`config.mk`:
```
export PLATFORM = sky130hd
export DESIGN_NAME = bin_mult_ctrl
export DESIGN_NICKNAME = d
export VERILOG_FILES = /design/src/rtl/bnn_pkg.sv /design/src/rtl/bin_mult_ctrl.sv
export SDC_FILE = /design/constraint.sdc
export NUM_CORES = 1
export LEC_CHECK = 0
export ABC_CLOCK_PERIOD_IN_PS = 3700
export BUFFER_PORTS_ARGS = -buffer_cell sky130_fd_sc_hd__buf_2
export CELL_PAD_IN_SITES_DETAIL_PLACEMENT = 1
export CELL_PAD_IN_SITES_GLOBAL_PLACEMENT = 2
export CORE_ASPECT_RATIO = 0.7
export CORE_MARGIN = 5
export CORE_UTILIZATION = 25
export CTS_CLUSTER_DIAMETER = 30
export DETAILED_ROUTE_END_ITERATION = 10
export GPL_TIMING_DRIVEN = 0
export PLACE_DENSITY_LB_ADDON = 0.1
export SYNTH_ARGS = -nofsm -noshare
export SYNTH_HDL_FRONTEND = slang
export SYNTH_SLANG_ARGS = --single-unit
```
`constraint.sdc`:
```
create_clock -name clk -period 3.7 [get_ports clk]
set_input_delay 0.185 -clock clk [delete_from_list [all_inputs] [get_ports clk]]
set_output_delay 0.185 -clock clk [all_outputs]
set_load 0.01 [all_outputs]
```
`src/rtl/bnn_pkg.sv`:
```
// bnn_pkg: shared types and constants for the bin_mult sequencer (bin_mult_ctrl)
package bnn_pkg;
   typedef enum logic [2:0] {S_LOADW, S_WAIT, S_CLR, S_ACC, S_DRAIN, S_OUT} state_t;
   localparam int ROWS  = 7;
   localparam int ROW_W = 7;
   localparam int ACC_W = 7;
   localparam int OP_CLR_BIT = 0;
   localparam int OP_SEL_LSB = 1;
   localparam int OP_ADD_BIT = 4;
   localparam logic [4:0] OP_NOP = 5'b00000;
   localparam logic [4:0] OP_CLR = 5'b00001;
   function automatic logic [4:0] acc_op(input logic [2:0] row);
      acc_op = OP_NOP;
      acc_op[OP_ADD_BIT] = 1'b1;
      acc_op[OP_SEL_LSB +: 3] = row;
   endfunction
endpackage

```
`src/rtl/bin_mult_ctrl.sv`:
```
// bin_mult_ctrl: loads weights into bin_mult, sequences one window through it, thresholds the popcount sum
// Ports: clk/rst (sync, active-low); wt_* weight-row stream (row 6 first); win_* 49-bit window stream;
// thresh signed threshold; mult_* drive/observe bin_mult; out_* valid/ready result (bit + signed sum).
// Optional: BIN_MULT_CTRL_PERF_EN adds win_count, a wrapping count of completed output handshakes.
module bin_mult_ctrl import bnn_pkg::*; (
   input  logic                    clk,
   input  logic                    rst,
   input  logic                    wt_valid,
   output logic                    wt_ready,
   input  logic [ROW_W-1:0]        wt_row,
   input  logic                    win_valid,
   output logic                    win_ready,
   input  logic [ROWS*ROW_W-1:0]   win_img,
   input  logic [ACC_W-1:0]        thresh,
   output logic                    mult_w_en,
   output logic [ROW_W-1:0]        mult_w_input,
   output logic [ROWS*ROW_W-1:0]   mult_img,
   output logic [4:0]              mult_opcode,
   input  logic [ACC_W-1:0]        mult_popcnt,
   output logic                    out_valid,
   input  logic                    out_ready,
   output logic                    out_bit,
   output logic [ACC_W-1:0]        out_sum
`ifdef BIN_MULT_CTRL_PERF_EN
   ,
   output logic [15:0]             win_count
`endif
);
   localparam logic [2:0] LAST = 3'(ROWS - 1);
   state_t                  r_state, w_next;
   logic [2:0]              r_row, w_row_nx;
   logic [ROWS*ROW_W-1:0]   r_img;
   logic [ACC_W-1:0]        r_sum;
   logic                    r_bit;
   logic                    w_wt_acc;
   // rst gates the beat so a weight offered during reset never reaches bin_mult
   assign wt_ready     = r_state == S_LOADW;
   assign win_ready    = r_state == S_WAIT;
   assign out_valid    = r_state == S_OUT;
   assign w_wt_acc     = wt_valid & wt_ready & rst;
   assign mult_w_en    = w_wt_acc;
   assign mult_w_input = w_wt_acc ? wt_row : '0;
   assign mult_img     = r_img;
   assign mult_opcode  = r_state == S_CLR ? OP_CLR : r_state == S_ACC ? acc_op(r_row) : OP_NOP;
   assign out_sum      = r_sum;
   assign out_bit      = r_bit;
   always_comb begin
      w_next   = r_state;
      w_row_nx = r_row;
      case (r_state)
         S_LOADW: if (w_wt_acc) begin
            w_row_nx = r_row == LAST ? 3'd0 : r_row + 3'd1;
            w_next   = r_row == LAST ? S_WAIT : S_LOADW;
         end
         // a waiting window wins; a lone weight beat only reopens loading
         S_WAIT:  w_next = win_valid ? S_CLR : wt_valid ? S_LOADW : S_WAIT;
         S_CLR: begin
            w_next   = S_ACC;
            w_row_nx = 3'd0;
         end
         S_ACC: begin
            w_row_nx = r_row == LAST ? 3'd0 : r_row + 3'd1;
            w_next   = r_row == LAST ? S_DRAIN : S_ACC;
         end
         S_DRAIN: w_next = S_OUT;
         S_OUT:   w_next = out_ready ? S_WAIT : S_OUT;
         default: w_next = S_LOADW;
      endcase
   end
   always_ff @(posedge clk) begin
      if (!rst) begin
         r_state <= S_LOADW;
         r_row   <= 3'd0;
         r_img   <= '0;
         r_sum   <= '0;
         r_bit   <= 1'b0;
      end else begin
         r_state <= w_next;
         r_row   <= w_row_nx;
         if (win_valid && win_ready) r_img <= win_img;
         // bin_mult's registered sum settles one cycle after the last add
         if (r_state == S_DRAIN) begin
            r_sum <= mult_popcnt;
            r_bit <= $signed(mult_popcnt) >= $signed(thresh);
         end
      end
   end
`ifdef BIN_MULT_CTRL_PERF_EN
   logic [15:0] r_cnt;
   assign win_count = r_cnt;
   always_ff @(posedge clk) begin
      if (!rst) r_cnt <= '0;
      else if (out_valid && out_ready) r_cnt <= r_cnt + 16'd1;
   end
`endif
endmodule

```
==> results by group <==
Clock tree
  • Post-cts resize count: 0
  • CTS clk-pin slew, worst paths: 50 ps
  • Worst-Skew Late Latency: 330 ps
  • # hold bufs at CTS: 0
  • Cts bufs inserted: 9
  • CTS sink count: between 60 and 70
  • Post-CTS setup buffers: 0
  • TritonCTS clock tree: done
  • CTS Buffer Depth: 2
  • Clock root buffer: clkbuf_16
  • Htree depth: 3

Placement
  • Port buffer count: approximately 150
  • Final GP Congestion: 0.695
  • DP HPWL: about 7000 um

Critical path
  • CP arrival: 1650 ps
  • Startpoint class of the critical path: register
  • Critical Path RT: 3510 ps
  • Reg-to-reg slack, setup: around 2200 ps
  • FF-to-FF path depth: 5
  • R2r startpoint: r_state[0]$_SDFFE_PN0P_
  • Worst setup EP type: output port
  • Crit Path Max Fanout: 10
  • Setup CP Type: register to output port
  • Worst R2R End: mult_img[47]$_SDFFE_PN0P_

Cells and area
  • Multi-input logic area: between 1000 and 1500 sq um
  • Most common cell after layout, fill and taps aside: buf_2
  • Antenna Cells: 0
  • P&R area growth vs syn: 45.8%
  • Share of layout cells above drive strength 1: 36.6%
  • FILL cells: 1284
  • Commonest non-fill, non-tap cells in the layout: buf_2 (156), nand2_1 (101), dfxtp_1 (63)
  • Layout Nets: between 500 and 600
  • Register area: about 1300 sq um

Power and ir drop
  • Pint: 1.36 mW
  • Psw: 0.341 mW
  • Max VDD drop: 194 uV
  • Leak: 1.80 nW
  • Sw frac: about a fifth
  • Clock Power Share: 54.4%
  • PD cells: approximately 430 nW/um^2
  • Sequential share of power: 40.2%
  • Logic pwr share: roughly 5.4%

Global route
  • Largest net degree at the start of global routing: 11
  • Global-route wire length before repair: 14300 um
  • Vias in the first global route: 2886
  • Residual overflow from global routing: 0
  • Initial antenna violation count: 0
  • Total GRT Usage: 13.7%

Die
  • Initial Utilization: between 20% and 30%
  • Full die area: 13100 sq um
  • Die H: roughly 97 um
  • Row Count: 31
  • Die X: ~130 um
  • Core area: 10500 sq um
  • # IOs: approximately 150

Min path
  • Hold path startpoint: win_img[45]
  • HP Class: input pin to register
  • Min-Delay Endpoint: mult_img[45]$_SDFFE_PN0P_
  • Hold path depth: 3

Synth
  • Register area share after synthesis: 46.3%
  • Cells after synthesis: 323
  • Net Count, Synth: 405
  • Cell variety after synth: 37
  • Mean post-synth cell area: between 8 and 9 sq um
  • Yosys warns: 0
  • Synthesized area: between 2000 and 3000 sq um
  • Yosys reg bits: 63

Drt
  • WL/cell: 14.0 um
  • Iteration count of the initial detailed-routing pass: 4
  • # DRC: 0
  • Total number of vias: 2703
  • Vias per cell: between 4 and 5
  • Drt first-iter violations: 89
  • Post-route ant nets: 0
  • DRT Wirelength: 8890 um

STA
  • Slew Viols, Final: 0
  • Final setup vio count: 0
  • RSZ-0062 raised after global routing: false
  • Clock Skews: 6.02 ps
  • Fin crit period: 1830 ps
  • Highest clock rate: between 500 and 600 MHz
  • WHS: 97.4 ps
  • Relative slew slack: 65.1%
  • Period utilisation layout: 49.5%
  • Final hold vios: 0
  • Tightest Pin Transition: 523 ps
  • Setup TNS: 0 ps

Status
  • Status: completed

Flow run
  • Max-Cap Viols: 0
[cell type report]
cell class,instances,area share (%)
inverters,11,1.04
clock buffers,13,6.56
plain buffers,20,2.65
well taps,148,4.66
multi-input cells,229,33.2
clock inverters,3,1.64
repair buffers,147,18.5
flip-flops and latches,63,31.8
[per-layer routing]
layer | vias up | share of wire [%] | global-route usage [%]
li1 | 1374 | - | -
met1 | 1233 | 46 | 17.6
met2 | 87 | 44 | 20.2
met3 | 9 | 9.4 | 6.57
met4 | 0 | 1.1 | 3.99
met5 | - | 0 | 0
[cell families after synthesis]
family / synth area share (%)
adders and majority gates: 3.22
buffers and inverters: 5.37
AOI/OAI and AO/OA: 18.2
muxes: 2.94
DFF: 46.3
and+or+nand+nor: 23.9
[critical path, cell delays in order (launching register included)]
cell and delay, ps:
dfxtp_1 430, buf_2 260, inv_1 120, nor2_1 230, and2_1 160, buf_2 120
[state kept, by name (all words and copies together) (netlist names)]
register  cells
mult_img     49
out_bit       1
out_sum       7
r_row         3
r_state       3
[worst max path at each step]
| stage | cells after the start | from | slack (ps) | to |
|---|---|---|---|---|
| after floorplan | 4 | r_state[0]$_SDFFE_PN0P_ | 2400 | mult_opcode[1] |
| after detailed placement | 5 | r_state[0]$_SDFFE_PN0P_ | 2120 | mult_img[0]$_SDFFE_PN0P_ |
| after global placement | 5 | r_state[0]$_SDFFE_PN0P_ | 2140 | mult_img[47]$_SDFFE_PN0P_ |
| final | 5 | r_state[0]$_SDFFE_PN0P_ | 1870 | mult_opcode[2] |
| after CTS | 5 | r_state[0]$_SDFFE_PN0P_ | 1830 | mult_opcode[2] |
| after global routing | 5 | r_state[0]$_SDFFE_PN0P_ | 1740 | mult_opcode[2] |
[cells in the mapped netlist (all sizes together)]
cell type  instances  share of area, %
a41oi              1              0.32
nand2b             3              0.96
dfxtp             63                46
mux2i              8               2.9
nor2               9               1.5
a31o               1              0.32
buf               13               2.9
a21oi             10               2.0
o22a               1              0.32
or4b               1              0.37
o21a               1              0.28
nor2b              9               2.1
inv               11               1.5
nor3               4              0.92
o21ai              4              0.73
and2               9               2.1
nand3b             1              0.28
ha                 7               3.2
a21boi            49                14
nor4               1              0.23
and3               1              0.23
and3b              1              0.32
clkbuf             7              0.96
nand4b             1              0.32
nor3b              2              0.55
nand2            101                14
a211oi             2              0.55
nand3              1              0.18
o22ai              1              0.23
[stage by stage]
stage / instance area (sq um) / util, % / setup slack, ps / cells / total power, mW
floorplan: 2720 / - / 2400 / 323 / 0.733
global placement: 3640 / 34.7 / 2140 / 618 / 0.790
detailed placement: 3640 / 34.7 / 2120 / 618 / 0.790
CTS: 3970 / 37.8 / 1830 / 634 / 1.73
global route: 3970 / 37.8 / 1740 / 634 / 1.76
finish: 3970 / 37.8 / 1870 / 634 / 1.70
[power by group through the flow]
stage          registers [mW]  logic [mW]  clock network, mW
6_report                0.682      0.0916              0.924
5_1_grt                 0.682       0.104              0.975
4_1_cts                 0.682      0.0943              0.949
3_5_place_dp            0.697      0.0936                  0
3_3_place_gp            0.697      0.0932                  0
2_1_floorplan           0.696      0.0371                  0
Power figures use the tool's default switching activity.
